File: src/rtl/square_pkg.sv
//------------------------------------------------------------------------------
// square_pkg
//   Shared types and constants for the squarer sum-of-squares frame stage.
// Revision: 1.0
//------------------------------------------------------------------------------
`timescale 1ns/1ps
`default_nettype none

package square_pkg;

  typedef enum logic [0:0] {
    ACCUM = 1'b0,
    HOLD  = 1'b1
  } state_t;

  localparam int SQ_W   = 6;
  localparam int SQ_MAX = 49;
  localparam int CNT_W  = 8;

endpackage

`default_nettype wire

File: src/rtl/square_accumulator_sat_add.sv
//------------------------------------------------------------------------------
// sat_add
//   Unsigned add of a 6-bit square into an ACC_W accumulator, clamped at all-ones.
// Revision: 1.0
//------------------------------------------------------------------------------
`timescale 1ns/1ps
`default_nettype none

module sat_add
  import square_pkg::*;
#(
  parameter int ACC_W = 12
) (
  input  logic [ACC_W-1:0] acc,
  input  logic [SQ_W-1:0]  sq,
  output logic [ACC_W-1:0] sum,
  output logic             sat
);

  logic [ACC_W:0] wide;

  // One extra bit catches the carry-out that signals overflow.
  assign wide = {1'b0, acc} + {{(ACC_W + 1 - SQ_W){1'b0}}, sq};
  assign sat  = wide[ACC_W];
  assign sum  = sat ? {ACC_W{1'b1}} : wide[ACC_W-1:0];

endmodule

`default_nettype wire

File: src/rtl/square_accumulator.sv
//------------------------------------------------------------------------------
// square_accumulator
//   Frame-based saturating sum of squares with valid/ready in and held result out.
// Revision: 1.0
//------------------------------------------------------------------------------
`timescale 1ns/1ps
`default_nettype none

module square_accumulator
  import square_pkg::*;
#(
  parameter int FRAME_LEN = 8,
  parameter int ACC_W     = 12
) (
  input  logic              clk,
  input  logic              rst,
  input  logic              in_valid,
  output logic              in_ready,
  input  logic [SQ_W-1:0]   in_sq,
  input  logic              in_last,
  output logic              out_valid,
  input  logic              out_ready,
  output logic [ACC_W-1:0]  out_sum,
  output logic [CNT_W-1:0]  out_count,
  output logic              out_sat
);

  localparam logic [CNT_W-1:0] LAST_IDX = CNT_W'(FRAME_LEN - 1);

  state_t             state_q;
  state_t             state_d;
  logic [ACC_W-1:0]   acc_q;
  logic [CNT_W-1:0]   cnt_q;
  logic               sticky_q;
  logic [ACC_W-1:0]   sum_w;
  logic               sat_w;
  logic               accept;
  logic               close;

  sat_add #(
    .ACC_W (ACC_W)
  ) u_sat_add (
    .acc (acc_q),
    .sq  (in_sq),
    .sum (sum_w),
    .sat (sat_w)
  );

  // Ready and valid decode straight from the state register, so out_ready
  // never reaches in_ready combinationally.
  assign in_ready  = (state_q == ACCUM);
  assign out_valid = (state_q == HOLD);
  assign accept    = in_valid & in_ready;
  assign close     = accept & ((cnt_q == LAST_IDX) | in_last);

  always_comb begin
    state_d = state_q;
    case (state_q)
      ACCUM:   if (close)     state_d = HOLD;
      HOLD:    if (out_ready) state_d = ACCUM;
      default:                state_d = ACCUM;
    endcase
  end

  always_ff @(posedge clk or posedge rst) begin
    if (rst) begin
      state_q <= ACCUM;
    end else begin
      state_q <= state_d;
    end
  end

  always_ff @(posedge clk or posedge rst) begin
    if (rst) begin
      acc_q     <= '0;
      cnt_q     <= '0;
      sticky_q  <= 1'b0;
      out_sum   <= '0;
      out_count <= '0;
      out_sat   <= 1'b0;
    end else if (accept) begin
      if (close) begin
        out_sum   <= sum_w;
        out_count <= cnt_q + CNT_W'(1);
        out_sat   <= sticky_q | sat_w;
        acc_q     <= '0;
        cnt_q     <= '0;
        sticky_q  <= 1'b0;
      end else begin
        acc_q     <= sum_w;
        cnt_q     <= cnt_q + CNT_W'(1);
        sticky_q  <= sticky_q | sat_w;
      end
    end
  end

endmodule

`default_nettype wire

File: config.mk
export PLATFORM = sky130hd
export DESIGN_NAME = square_accumulator
export DESIGN_NICKNAME = d
export VERILOG_FILES = /design/src/rtl/square_pkg.sv /design/src/rtl/square_accumulator_sat_add.sv /design/src/rtl/square_accumulator.sv
export SDC_FILE = /design/constraint.sdc
export NUM_CORES = 1
export LEC_CHECK = 0
export BUFFER_PORTS_ARGS = -buffer_cell sky130_fd_sc_hd__buf_4
export CORE_MARGIN = 4
export CORE_UTILIZATION = 58
export CTS_BUF_LIST = sky130_fd_sc_hd__clkbuf_4
export DETAILED_ROUTE_END_ITERATION = 8
export PLACE_DENSITY = 0.81
export SLEW_MARGIN = 30
export SYNTH_ARGS = -nofsm -noshare
export SYNTH_HDL_FRONTEND = slang
export SYNTH_SLANG_ARGS = --single-unit
File: constraint.sdc
create_clock -name clk -period 2.8 [get_ports clk]
set_input_delay 0.56 -clock clk [delete_from_list [all_inputs] [get_ports clk]]
set_output_delay 0.56 -clock clk [all_outputs]
set_load 0.1 [all_outputs]
==> run_results.csv <==
group,metric,value,unit
floorplanning,die_y,69.7,µm
grt,grt_pass1_vias,1756,
routing,vias_per_cell,5.69,
cells_and_area,nets,286,
synth,synth_top_cell_by_area,"dfrtp_1",
power_and_ir_drop,power_frac_clock,12.0,%
floorplanning,initial_utilization,60.3,%
synth,yosysWarnings,0,
synth,ys_ff_latch,43,
cts,htreeDepth,2,
sta,fin_crit_sh,84.6,%
sta,rsz0062_at_grt,"no",
routing,first_pass_iters,4,
sta,skew,0.00406,ns
floorplanning,die_area,0.00485,mm²
synth,post_synth_instance_area,0.00221,mm²
synth,synth.top_cell.area_share,48.8,%
cts,postCtsSetupBuffers,0,
floorplanning,num_rows,22,
worst_setup_path,crit_chain,"ha_1 -> fa_1 -> a21o_1 -> a221oi_4 -> or3_1 -> o21ai_0 -> a22o_1",
worst_setup_path,cp_slowest_stage_delay,0.41,ns
power_and_ir_drop,p_sw,1.26,mW
cells_and_area,fillers,303,
worst_setup_path,crit_fanout,9,
cells_and_area,n_antenna_cell,0,
synth,synth-edff-count,0,
worst_setup_path,critPathBufInv,0,
synth,synth_seq_area_share,48.8,%
cts,ctsHoldBuffers,0,
power_and_ir_drop,max-vdd-ir-drop,701,µV
floorplanning,die_w,69.7,µm
worst_hold_path,worstHoldPathType,"primary input to asynchronous set/reset pin",
cells_and_area,final_cell_mix,"dfrtp_1 (43), nand2_1 (42), buf_4 (41), o21ai_0 (33), nor2_1 (16)",
cts,numCtsBuffers,5,
sta,maxSlewHeadroom,64.2,%
power_and_ir_drop,combinationalPowerShare,53.7,%
job,drv_cap,0,
cts,cts_tree,"done",
synth,synthCells,229,
grt,grt_max_degree,44,
routing,finalWirelength,4620,µm
synth,synth_cell_types,39,
worst_setup_path,slowest_stage,"dfrtp_1",
placement,hpwl,3320,µm
grt,grtUsageTotal,20.2,%
worst_setup_path,startpoint_type,"flip-flop",
synth,avgSynthCellArea,9.63,µm²
sta,finalSetupTns,0,ns
cells_and_area,multi_input_area,0.00107,mm²
grt,grt_pass1_wl,7970,µm
cts,path_clk_slew,0.12,ns
worst_setup_path,end_kind,"flip-flop",
cells_and_area,seq_area,0.00108,mm²
synth,netlist_top_cells_area,"dfrtp_1 (49%), o21ai_0 (7.5%), nand2_1 (7.1%)",
synth,async_flop_share,100,%
power_and_ir_drop,total_power,2.46,mW
cts,post_cts_resize_count,0,
cts,root_buffer,"clkbuf_4",
grt,grt_antenna_before_repair,0,
floorplanning,io_pins,34,
worst_setup_path,critical-path-top-delay-family,"compound AO/OA/AOI/OAI gates",
sta,fin_crit,2.37,ns
routing,ant_nets,0,
routing,drt_iter0_markers,111,
sta,setup_violations,0,
cells_and_area,drive_gt1_share,20.1,%
sta,hold_viol_final,0,
routing,wire_per_inst,14.6,µm
cts,insertion_delay,0.35,ns
power_and_ir_drop,seqPwrFrac,34.3,%
sta,drv_slew,0,
power_and_ir_drop,leakage,1.22,nW
placement,port_buffers,33,
worst_setup_path,worstPathArrival,2.62,ns
sta,fmax,422,MHz
routing,drc,0,
sta,tightest_slew,0.535,ns
synth,synth_fp_nets,248,
grt,grt_overflow_total,0,
floorplanning,core-area,0.00366,mm²
cts,cts.path.max_buffers,2,
synth,synth_flop_cell,"dfrtp_1",
worst_setup_path,required,3.05,ns
power_and_ir_drop,p_per_area,955,mW/mm²
power_and_ir_drop,netSwitchingFraction,51.0,%
power_and_ir_drop,internal_power,1.21,mW
worst_setup_path,critPathKind,"flip-flop to flip-flop",
cts,cts.sink_count,43,
cells_and_area,area_growth_syn_to_layout,16.8,%
routing,vias,1799,
outcome,status,"finished, final reports clean",
cells_and_area,final_common_cell,"dfrtp_1",
placement,place_congestion,0.879,
-- final cells by class --
| cell class | instances | area share, % |
|---|---|---|
| clock inverters | 2 | 0.291 |
| inverters | 4 | 0.583 |
| multi-input cells | 172 | 41.4 |
| flip-flops and latches | 43 | 41.7 |
| clock buffers | 6 | 1.75 |
| well taps | 48 | 2.33 |
| repair buffers | 41 | 11.9 |
-- path summary, 6_finish.rpt --
kind | cells after the start | slack [ns] | to | from
worst min-delay path | 3 | 0.33 | out_sum[2]$_DFFE_PP0P_ | rst
worst min register to register | 2 | 0.49 | out_count[0]$_DFFE_PP0P_ | out_count[0]$_DFFE_PP0P_
min in group clk | 2 | 0.37 | out_valid$_DFF_PP0_ | out_ready
worst max register to register | 7 | 0.43 | acc_q[7]$_DFFE_PP0P_ | acc_q[0]$_DFFE_PP0P_
max in group asynchronous | 3 | 2.11 | out_sum[3]$_DFFE_PP0P_ | rst
worst max-delay path | 7 | 0.43 | acc_q[7]$_DFFE_PP0P_ | acc_q[0]$_DFFE_PP0P_
-- layer usage --
metal / global-route usage [%] / wire length (µm) / vias up
met3: 3.77 / 231 / 10
met5: 0 / 0 / -
met2: 31.3 / 2070 / 44
li1: - / - / 882
met1: 28.9 / 2240 / 863
met4: 6.38 / 78 / 0
-- worst min-delay path: stages --
cell	delay (ns)
buf_4	0.11
inv_1	0.04
buf_4	0.44
-- synthesized netlist by cell type (3+ instances only) --
cell type	number
a21o_1	6
buf_2	6
and3_1	7
a21oi_1	9
nand3_1	4
nand2_1	42
a22o_1	4
o21ai_0	33
nor2_1	16
clkbuf_1	3
dfrtp_1	43
xor2_1	4
ha_1	7
inv_1	4
o22a_1	3
a31oi_1	3
xnor2_1	9
-- sequential cells by signal, indices dropped and copies added, names as in the netlist --
name / count
acc_q: 12
out_sum: 12
cnt_q: 8
out_count: 8
out_sat: 1
out_valid: 1
sticky_q: 1
-- metrics by stage --
step / hold slack, ns / worst slack [ns] / instances / instance area (µm²) / util (%)
6_report: 0.328 / 0.432 / 316 / 2580 / 70.4
5_1_grt: 0.377 / 0.294 / 316 / 2580 / 70.4
4_1_cts: 0.348 / 0.436 / 316 / 2580 / 70.4
3_5_place_dp: 0.464 / 0.158 / 308 / 2520 / 69.0
3_3_place_gp: 0.462 / 0.243 / 308 / 2520 / 69.0
2_1_floorplan: 0.453 / 0.286 / 229 / 2210 / -
-- cell families (layout without fill, tap and decap cells) --
kind of cell	Yosys count	after routing	share of synthesized area (%)
DFF	43	43	48.8
adders and majority gates	8	8	4.88
buffers and inverters	14	53	2.89
muxes	1	1	0.454
xor gates and xnor gates	13	13	5.16
and+or+nand+nor	78	78	15.5
AOI/OAI and AO/OA	72	72	22.3
-- power groups by stage --
stage,sequential (mW),combinational [mW],clock [mW]
after floorplan,1.43,0.456,0
after global placement,0.852,1.30,0
after detailed placement,0.856,1.32,0
after CTS,0.844,1.33,0.301
after global routing,0.864,1.40,0.325
final,0.844,1.32,0.296
Note: power is estimated with default switching activity, not from simulation.
